`src/rtl/gost89_pkg.sv`:
```
// Shared widths, scheduler state encoding and the round-robin pick helper
// for the GOST 28147-89 CFB channel scheduler.
`default_nettype none

package gost89_pkg;

  localparam int BLOCK_W = 64;
  localparam int KEY_W   = 256;
  localparam int SBOX_W  = 512;

  typedef enum logic [2:0] {
    IDLE  = 3'd0,
    SEED  = 3'd1,
    LOAD  = 3'd2,
    WAIT1 = 3'd3,
    RUN   = 3'd4,
    DONE  = 3'd5
  } state_t;

  // First requesting channel strictly after ptr, wrapping modulo nch
  // (ptr itself is considered last).
  function automatic logic [2:0] rr_next(input logic [7:0] req,
                                         input logic [2:0] ptr,
                                         input logic [3:0] nch);
    logic [2:0] pick;
    logic [3:0] idx;
    logic       found;
    pick  = '0;
    found = 1'b0;
    for (int k = 1; k <= 8; k++) begin
      idx = {1'b0, ptr} + 4'(k);
      if (idx >= nch) idx = idx - nch;
      if (!found && (4'(k) <= nch) && req[idx[2:0]]) begin
        pick  = idx[2:0];
        found = 1'b1;
      end
    end
    return pick;
  endfunction

endpackage

`default_nettype wire

```
`src/rtl/gost89_cfb_sched_if.sv`:
```
// Client-side bus of the CFB scheduler: shared S-box, per-channel keys,
// IV writes, level requests and the response stream.
`default_nettype none

interface gost89_cfb_sched_if #(parameter int NCH = 2);
  import gost89_pkg::*;

  localparam int CW = (NCH > 1) ? $clog2(NCH) : 1;

  logic [SBOX_W-1:0]      sbox;
  logic [KEY_W*NCH-1:0]   key;
  logic [NCH-1:0]         iv_wr;
  logic [BLOCK_W-1:0]     iv_data;
  logic [NCH-1:0]         req;
  logic [NCH-1:0]         mode;
  logic [BLOCK_W*NCH-1:0] data;
  logic [NCH-1:0]         ack;
  logic                   rsp_valid;
  logic [CW-1:0]          rsp_ch;
  logic [BLOCK_W-1:0]     rsp_data;
  logic                   busy;

  modport master (
    output sbox, key, iv_wr, iv_data, req, mode, data,
    input  ack, rsp_valid, rsp_ch, rsp_data, busy
  );

  modport slave (
    input  sbox, key, iv_wr, iv_data, req, mode, data,
    output ack, rsp_valid, rsp_ch, rsp_data, busy
  );

endinterface

`default_nettype wire

```
`src/rtl/gost89_cfb.sv`:
```
// Single GOST 28147-89 CFB core: one Feistel round per clock, 32 rounds.
// reset=1 preloads the gamma from in; load_data starts a block on in.
`default_nettype none

module gost89_cfb
  import gost89_pkg::*;
(
  input  logic               clk,
  input  logic               reset,
  input  logic               mode,
  input  logic               load_data,
  input  logic [SBOX_W-1:0]  sbox,
  input  logic [KEY_W-1:0]   key,
  input  logic [BLOCK_W-1:0] in,
  output logic [BLOCK_W-1:0] out,
  output logic               busy
);

  logic [BLOCK_W-1:0] gamma;
  logic [BLOCK_W-1:0] data_r;
  logic               mode_r;
  logic [31:0]        n1, n2;
  logic [4:0]         rnd;

  logic [2:0]  kidx;
  logic [31:0] kw, t, s, f, nn1, nn2;
  logic [BLOCK_W-1:0] enc;

  // Rounds 0..23 walk K0..K7 forward three times, rounds 24..31 walk back.
  always_comb begin
    kidx = (rnd < 5'd24) ? rnd[2:0] : ~rnd[2:0];
    kw   = key[32*kidx +: 32];
    t    = n1 + kw;
    s    = '0;
    for (int j = 0; j < 8; j++) begin
      s[4*j +: 4] = sbox[64*j + 4*int'(t[4*j +: 4]) +: 4];
    end
    f    = {s[20:0], s[31:21]};
    nn1  = n2 ^ f;
    nn2  = n1;
    enc  = {nn1, nn2};
  end

  always_ff @(posedge clk) begin
    if (reset) begin
      gamma <= in;
      busy  <= 1'b0;
      rnd   <= '0;
    end else if (load_data) begin
      data_r <= in;
      mode_r <= mode;
      n1     <= gamma[31:0];
      n2     <= gamma[63:32];
      rnd    <= '0;
      busy   <= 1'b1;
    end else if (busy) begin
      n1  <= nn1;
      n2  <= nn2;
      rnd <= rnd + 5'd1;
      if (rnd == 5'd31) begin
        busy  <= 1'b0;
        out   <= data_r ^ enc;
        // Feedback is always the ciphertext side of the exchange.
        gamma <= mode_r ? data_r : (data_r ^ enc);
      end
    end
  end

endmodule

`default_nettype wire

```
`src/rtl/gost89_cfb_sched.sv`:
```
// Round-robin scheduler sharing one gost89_cfb core between NCH CFB streams,
// each with its own key, chain register and per-block direction.
`default_nettype none

module gost89_cfb_sched
  import gost89_pkg::*;
#(
  parameter int NCH = 2
)
(
  input logic               clk,
  input logic               reset_n,
  gost89_cfb_sched_if.slave bus
);

  localparam int CW = (NCH > 1) ? $clog2(NCH) : 1;

  state_t             state;
  logic [CW-1:0]      g, rr, pick;
  logic [2:0]         pick_full;
  logic [KEY_W-1:0]   key_q;
  logic [BLOCK_W-1:0] data_q;
  logic               mode_q;
  logic [BLOCK_W-1:0] chain  [NCH];
  logic [BLOCK_W-1:0] data_a [NCH];
  logic [KEY_W-1:0]   key_a  [NCH];

  logic               core_reset, core_load, core_mode, core_busy;
  logic [BLOCK_W-1:0] core_in, core_out;

  for (genvar i = 0; i < NCH; i++) begin : g_slice
    assign data_a[i] = bus.data[BLOCK_W*i +: BLOCK_W];
    assign key_a[i]  = bus.key[KEY_W*i +: KEY_W];
  end

  assign pick_full = rr_next(8'(bus.req), 3'(rr), 4'(NCH));
  assign pick      = CW'(pick_full);

  // SEED presents the chain while the core is still in reset, which is how
  // the gamma of the granted channel gets preloaded.
  always_comb begin
    core_reset = (state == IDLE) || (state == SEED);
    core_load  = (state == LOAD);
    core_in    = (state == LOAD) ? data_a[g] : chain[g];
    core_mode  = bus.mode[g];
  end

  gost89_cfb u_core (
    .clk       (clk),
    .reset     (core_reset),
    .mode      (core_mode),
    .load_data (core_load),
    .sbox      (bus.sbox),
    .key       (key_q),
    .in        (core_in),
    .out       (core_out),
    .busy      (core_busy)
  );

  always_ff @(posedge clk or negedge reset_n) begin
    if (!reset_n) begin
      state         <= IDLE;
      g             <= '0;
      rr            <= '0;
      key_q         <= '0;
      data_q        <= '0;
      mode_q        <= 1'b0;
      bus.ack       <= '0;
      bus.rsp_valid <= 1'b0;
      bus.rsp_ch    <= '0;
      bus.rsp_data  <= '0;
      bus.busy      <= 1'b0;
    end else begin
      bus.ack       <= '0;
      bus.rsp_valid <= 1'b0;
      unique case (state)
        IDLE: begin
          if (|bus.req) begin
            g        <= pick;
            key_q    <= key_a[pick];
            bus.busy <= 1'b1;
            state    <= SEED;
          end
        end
        SEED: begin
          bus.ack <= NCH'(1) << g;
          state   <= LOAD;
        end
        LOAD: begin
          data_q <= data_a[g];
          mode_q <= bus.mode[g];
          state  <= WAIT1;
        end
        WAIT1: state <= RUN;
        RUN: begin
          if (!core_busy) begin
            bus.rsp_valid <= 1'b1;
            bus.rsp_ch    <= g;
            bus.rsp_data  <= core_out;
            state         <= DONE;
          end
        end
        DONE: begin
          rr       <= g;
          bus.busy <= 1'b0;
          state    <= IDLE;
        end
        default: state <= IDLE;
      endcase
    end
  end

  // A host IV write in DONE overrides the feedback for that channel.
  always_ff @(posedge clk or negedge reset_n) begin
    if (!reset_n) begin
      for (int i = 0; i < NCH; i++) chain[i] <= '0;
    end else begin
      for (int i = 0; i < NCH; i++) begin
        if (bus.iv_wr[i])
          chain[i] <= bus.iv_data;
        else if ((state == DONE) && (g == CW'(i)))
          chain[i] <= mode_q ? data_q : core_out;
      end
    end
  end

endmodule

`default_nettype wire

```
`src/flat_wrapper.sv`:
```
// flat-port wrapper written by rule: the top's interface ports become plain ports
module gost89_cfb_sched_flat import gost89_pkg::*;
#(
  parameter int NCH = 2
)
  (clk, reset_n, bus_sbox, bus_key, bus_iv_wr, bus_iv_data, bus_req, bus_mode, bus_data, bus_ack, bus_rsp_valid, bus_rsp_ch, bus_rsp_data, bus_busy);
  gost89_cfb_sched_if #(.NCH(NCH)) bus_i ();
  input logic clk;
  input logic reset_n;
  input wire logic [$bits(bus_i.sbox)-1:0] bus_sbox;
  input wire logic [$bits(bus_i.key)-1:0] bus_key;
  input wire logic [$bits(bus_i.iv_wr)-1:0] bus_iv_wr;
  input wire logic [$bits(bus_i.iv_data)-1:0] bus_iv_data;
  input wire logic [$bits(bus_i.req)-1:0] bus_req;
  input wire logic [$bits(bus_i.mode)-1:0] bus_mode;
  input wire logic [$bits(bus_i.data)-1:0] bus_data;
  output wire logic [$bits(bus_i.ack)-1:0] bus_ack;
  output wire logic [$bits(bus_i.rsp_valid)-1:0] bus_rsp_valid;
  output wire logic [$bits(bus_i.rsp_ch)-1:0] bus_rsp_ch;
  output wire logic [$bits(bus_i.rsp_data)-1:0] bus_rsp_data;
  output wire logic [$bits(bus_i.busy)-1:0] bus_busy;
  assign bus_i.sbox = bus_sbox;
  assign bus_i.key = bus_key;
  assign bus_i.iv_wr = bus_iv_wr;
  assign bus_i.iv_data = bus_iv_data;
  assign bus_i.req = bus_req;
  assign bus_i.mode = bus_mode;
  assign bus_i.data = bus_data;
  assign bus_ack = bus_i.ack;
  assign bus_rsp_valid = bus_i.rsp_valid;
  assign bus_rsp_ch = bus_i.rsp_ch;
  assign bus_rsp_data = bus_i.rsp_data;
  assign bus_busy = bus_i.busy;
  gost89_cfb_sched #(.NCH(NCH)) u_core (.clk(clk), .reset_n(reset_n), .bus(bus_i));
endmodule
```
`config.mk`:
```
export PLATFORM = sky130hd
export DESIGN_NAME = gost89_cfb_sched_flat
export DESIGN_NICKNAME = d
export VERILOG_FILES = /design/src/rtl/gost89_pkg.sv /design/src/rtl/gost89_cfb_sched_if.sv /design/src/rtl/gost89_cfb.sv /design/src/rtl/gost89_cfb_sched.sv /design/src/flat_wrapper.sv
export SDC_FILE = /design/constraint.sdc
export NUM_CORES = 2
export LEC_CHECK = 0
export ABC_AREA = 0
export CAP_MARGIN = 20
export CORE_AREA = 2 2 502 504
export DETAILED_ROUTE_END_ITERATION = 10
export DIE_AREA = 0 0 504 506
export GPL_ROUTABILITY_DRIVEN = 1
export SLEW_MARGIN = 20
export SYNTH_ARGS = -nofsm -noshare
export SYNTH_HDL_FRONTEND = slang
export SYNTH_HIERARCHICAL = 1
export SYNTH_SLANG_ARGS = --single-unit
export TNS_END_PERCENT = 50
```
`constraint.sdc`:
```
create_clock -name clk -period 8.95 [get_ports clk]
set_input_delay 1.3425 -clock clk [delete_from_list [all_inputs] [get_ports clk]]
set_output_delay 1.3425 -clock clk [all_outputs]
set_load 0.01 [all_outputs]
```
==> run_results.csv <==
group,metric,value,unit
sta,fin_ws,1.504,ns
clocking,cts.sinks,786,
clocking,numCtsBuffers,99,
placement,dp_slack,1.556,ns
worst_setup_path,cp_data_required_time,9.53,ns
layout,mostFrequentLayoutCells,"clkdlybuf4s50_1 (1289), mux2_2 (968), dfrtp_1 (521)",
detailed_routing,ant_nets,0,
worst_setup_path,critPathLaunch,"u_core/u_core/rnd[4]",
sta,report.final.slew_viol_count,0,
worst_setup_path,worst-path-stages,20,
detailed_routing,met1Wirelength,110600,um
sta,grt_setup_unrepaired,"false",
yosys,synthTopCellsByArea,"dfrtp_1 (28%), mux2_2 (24%), edfxtp_1 (17%), mux4_2 (12%), mux2i_1 (3.4%)",
detailed_routing,dr_wl_met2,138200,um
worst_setup_path,r2r_end,"u_core/u_core/gamma[42]",
clocking,cts_resized,0,
clocking,clock_path_buffers,3,
power_and_ir_drop,max-vdd-ir-drop,379.2,uV
layout,final_nets,5813,
global_route,first_global_vias,37211,
clocking,clock_latency,0.76,ns
global_route,grt-ovfl-total,0,
global_route,track_usage,21.45,%
worst_setup_path,cp.arrival,8.03,ns
floorplanning,die-area,255000,um^2
sta,fmax,134.3,MHz
clocking,cts_tree,"built",
clocking,cts-htree-levels,3,
sta,finalSetupTns,0,ns
worst_setup_path,crit_fanout,26,
detailed_routing,wl,281300,um
detailed_routing,wl_met3,21690,um
layout,final_common_cell,"clkdlybuf4s50_1",
yosys,syn_avg_cell_area,14.04,um^2
sta,fin_crit_sh,83.19,%
floorplanning,start_util,18.55,%
detailed_routing,routed_via_density,4.417,
detailed_routing,drc_errors,0,
worst_setup_path,slowest_stage,"xnor2_4",
yosys,ys_ff_latch,786,
yosys,synth_edf_count,257,
sta,clock_skew,0.03525,ns
global_route,grt_antenna_before_repair,193,
yosys,ys_warn_count,6,
clocking,clk_pin_slew,0.07,ns
job,maxCapViolCount,0,
worst_setup_path,r2r_slack,1.50,ns
worst_setup_path,reg2reg_depth,20,
power_and_ir_drop,total_power,33.86,mW
worst_hold_path,hp-class,"flop to flop",
worst_setup_path,r2r-start,"u_core/u_core/rnd[4]",
detailed_routing,drtIter0Drc,2683,
worst_setup_path,max_stage_delay,0.79,ns
clocking,hold_buffers,0,
clocking,root_buffer,"clkbuf_16",
yosys,postSynthCellCount,3302,
sta,worst_pin_slew,1.241,ns
sta,hold_violations,0,
sta,finalSetupViolCount,0,
yosys,yosysTopAreaCell,"dfrtp_1",
worst_setup_path,critPathLaunchType,"flop",
layout,layout-drive-gt1-share,32.79,%
worst_setup_path,worstSetupEndpoint,"u_core/u_core/gamma[42]",
power_and_ir_drop,powerDensity,506.7,nW/um^2
detailed_routing,post_drt_wl_per_cell,34.96,um
detailed_routing,vias,35531,
yosys,ys.flop_type,"dfrtp_1",
yosys,seq_area_frac_synth,45.13,%
yosys,synth_top_area_share,28.23,%
layout,syn_to_final_growth,44.13,%
floorplanning,die_w,504,um
worst_setup_path,cp_cell_sequence,"nand2_1, xor2_4, buf_12, buf_4, mux4_2, mux2_2, ha_1, a21oi_1, o21bai_1, a2111oi_2, nor2_1, a21oi_4, xnor2_4, buf_4, mux2i_1, mux2i_1, mux2_2, a311o_1, or4_1, a31oi_1",
floorplanning,coreArea,250000,um^2
power_and_ir_drop,p_leak,24.27,nW
detailed_routing,top_layer_used,"met5",
floorplanning,rows,184,
detailed_routing,drt-pass1-iter-count,5,
yosys,netlist_area,46370,um^2
sta,relSlewSlack,16.78,%
outcome,status,"finished, final reports clean",
floorplanning,die_y,506,um
worst_setup_path,cpLargestDelayFamily,"multiplexers",
placement,globalplace.congestion,0.9538,
clocking,cts_setup_buffers,0,
placement,io_buffers,1292,
yosys,syn-num-nets,4561,
global_route,grt_max_degree,163,
placement,place_hpwl,234300,um
worst_setup_path,criticalPathCategory,"flop to flop",
yosys,ys_types,80,
floorplanning,io_pins,1293,
yosys,ys_async_sr_fraction,66.54,%
sta,period_needed,7.446,ns
worst_setup_path,cp.buffers_inverters,3,
global_route,grt_pass1_wl,365300,um
worst_setup_path,crit_path_end_kind,"flop",
[layer usage]
metal | up-vias | track usage [%]
met3 | 472 | 6.394
met5 | - | 0
met1 | 18151 | 25.37
met2 | 1562 | 36.94
met4 | 126 | 7.078
li1 | 15220 | -
[final cells by class]
class | count | area, um^2
multi-input cells | 2262 | 24470
diodes | 61 | 152.6
repair buffers | 1375 | 13730
fillers | 25962 | 183200
flip-flops and latches | 786 | 20930
well taps | 3348 | 4189
inverters | 30 | 112.6
clock inverters | 50 | 454.2
clock buffers | 133 | 2789
[through the flow]
step	cell area (um^2)	std cells	hold WS [ns]	utilization, %
after floorplan	46370	3302	0.4500	-
after CTS	66650	7983	0.4866	26.66
final	66830	8045	0.4831	26.73
after detailed placement	63410	7800	0.4737	25.36
after global placement	63380	7799	0.4640	25.35
after global routing	66740	8008	0.4947	26.69
[worst min-delay path by stage]
stage | startpoint | to | slack (ns) | depth (start not counted)
after global placement | u_core/bus.busy | u_core/bus.busy | 0.46 | 1
after global routing | u_core/bus.rsp_data[41] | u_core/bus.rsp_data[41] | 0.49 | 1
after floorplan | u_core/rr | u_core/rr | 0.45 | 2
final | u_core/bus.rsp_data[37] | u_core/bus.rsp_data[37] | 0.48 | 1
after CTS | u_core/bus.rsp_data[37] | u_core/bus.rsp_data[37] | 0.49 | 1
after detailed placement | u_core/bus.rsp_data[41] | u_core/bus.rsp_data[41] | 0.47 | 1
[logic make-up (layout without fill, tap and decap cells)]
logic type | count (synthesis) | count (layout) | synth area share (%)
muxes | 1419 | 1419 | 40.26
DFF | 786 | 786 | 45.13
and+or+nand+nor | 377 | 377 | 4.034
AOI/OAI and AO/OA | 256 | 256 | 3.446
buffers and inverters | 254 | 1588 | 2.739
xor gates and xnor gates | 175 | 175 | 3.435
adders and majority gates | 35 | 35 | 0.9607
other | 0 | 61 | 0
[report_power, final]
part           total, mW  internal, mW  switching [mW]
combinational       22.2          9.91            12.3
sequential          7.55          6.12            1.44
clock               4.07          2.29            1.78
total               33.9          18.3            15.5
[cell usage after synthesis (9+ instances only)]
cell type and number:
a21o_1 14, nand2_1 82, mux4_2 252, nor3_1 18
nor2b_1 39, xnor2_1 92, o21ai_0 62, mux2_1 39
or4_1 9, o211ai_1 10, mux2i_1 157, buf_1 12
inv_1 29, nand4_1 18, nor4_1 14, dfrtp_1 523
buf_4 40, xor2_1 75, nand3_1 13, buf_2 85
a21oi_1 98, ha_1 34, clkbuf_1 79, mux2_2 968
nor2_1 132, edfxtp_1 257
[registers in the layout, summed over array words and instances, names as in the netlist, 5 cells and up]
name / cells
u_core/u_core/out: 64
u_core/data_q: 64
u_core/u_core/data_r: 64
u_core/u_core/n2: 32
u_core/u_core/n1: 32
u_core/key_q: 256
u_core/u_core/gamma: 64
u_core/bus.rsp_data: 64
u_core/chain: 128
u_core/u_core/rnd: 5
Power figures use the tool's default switching activity.
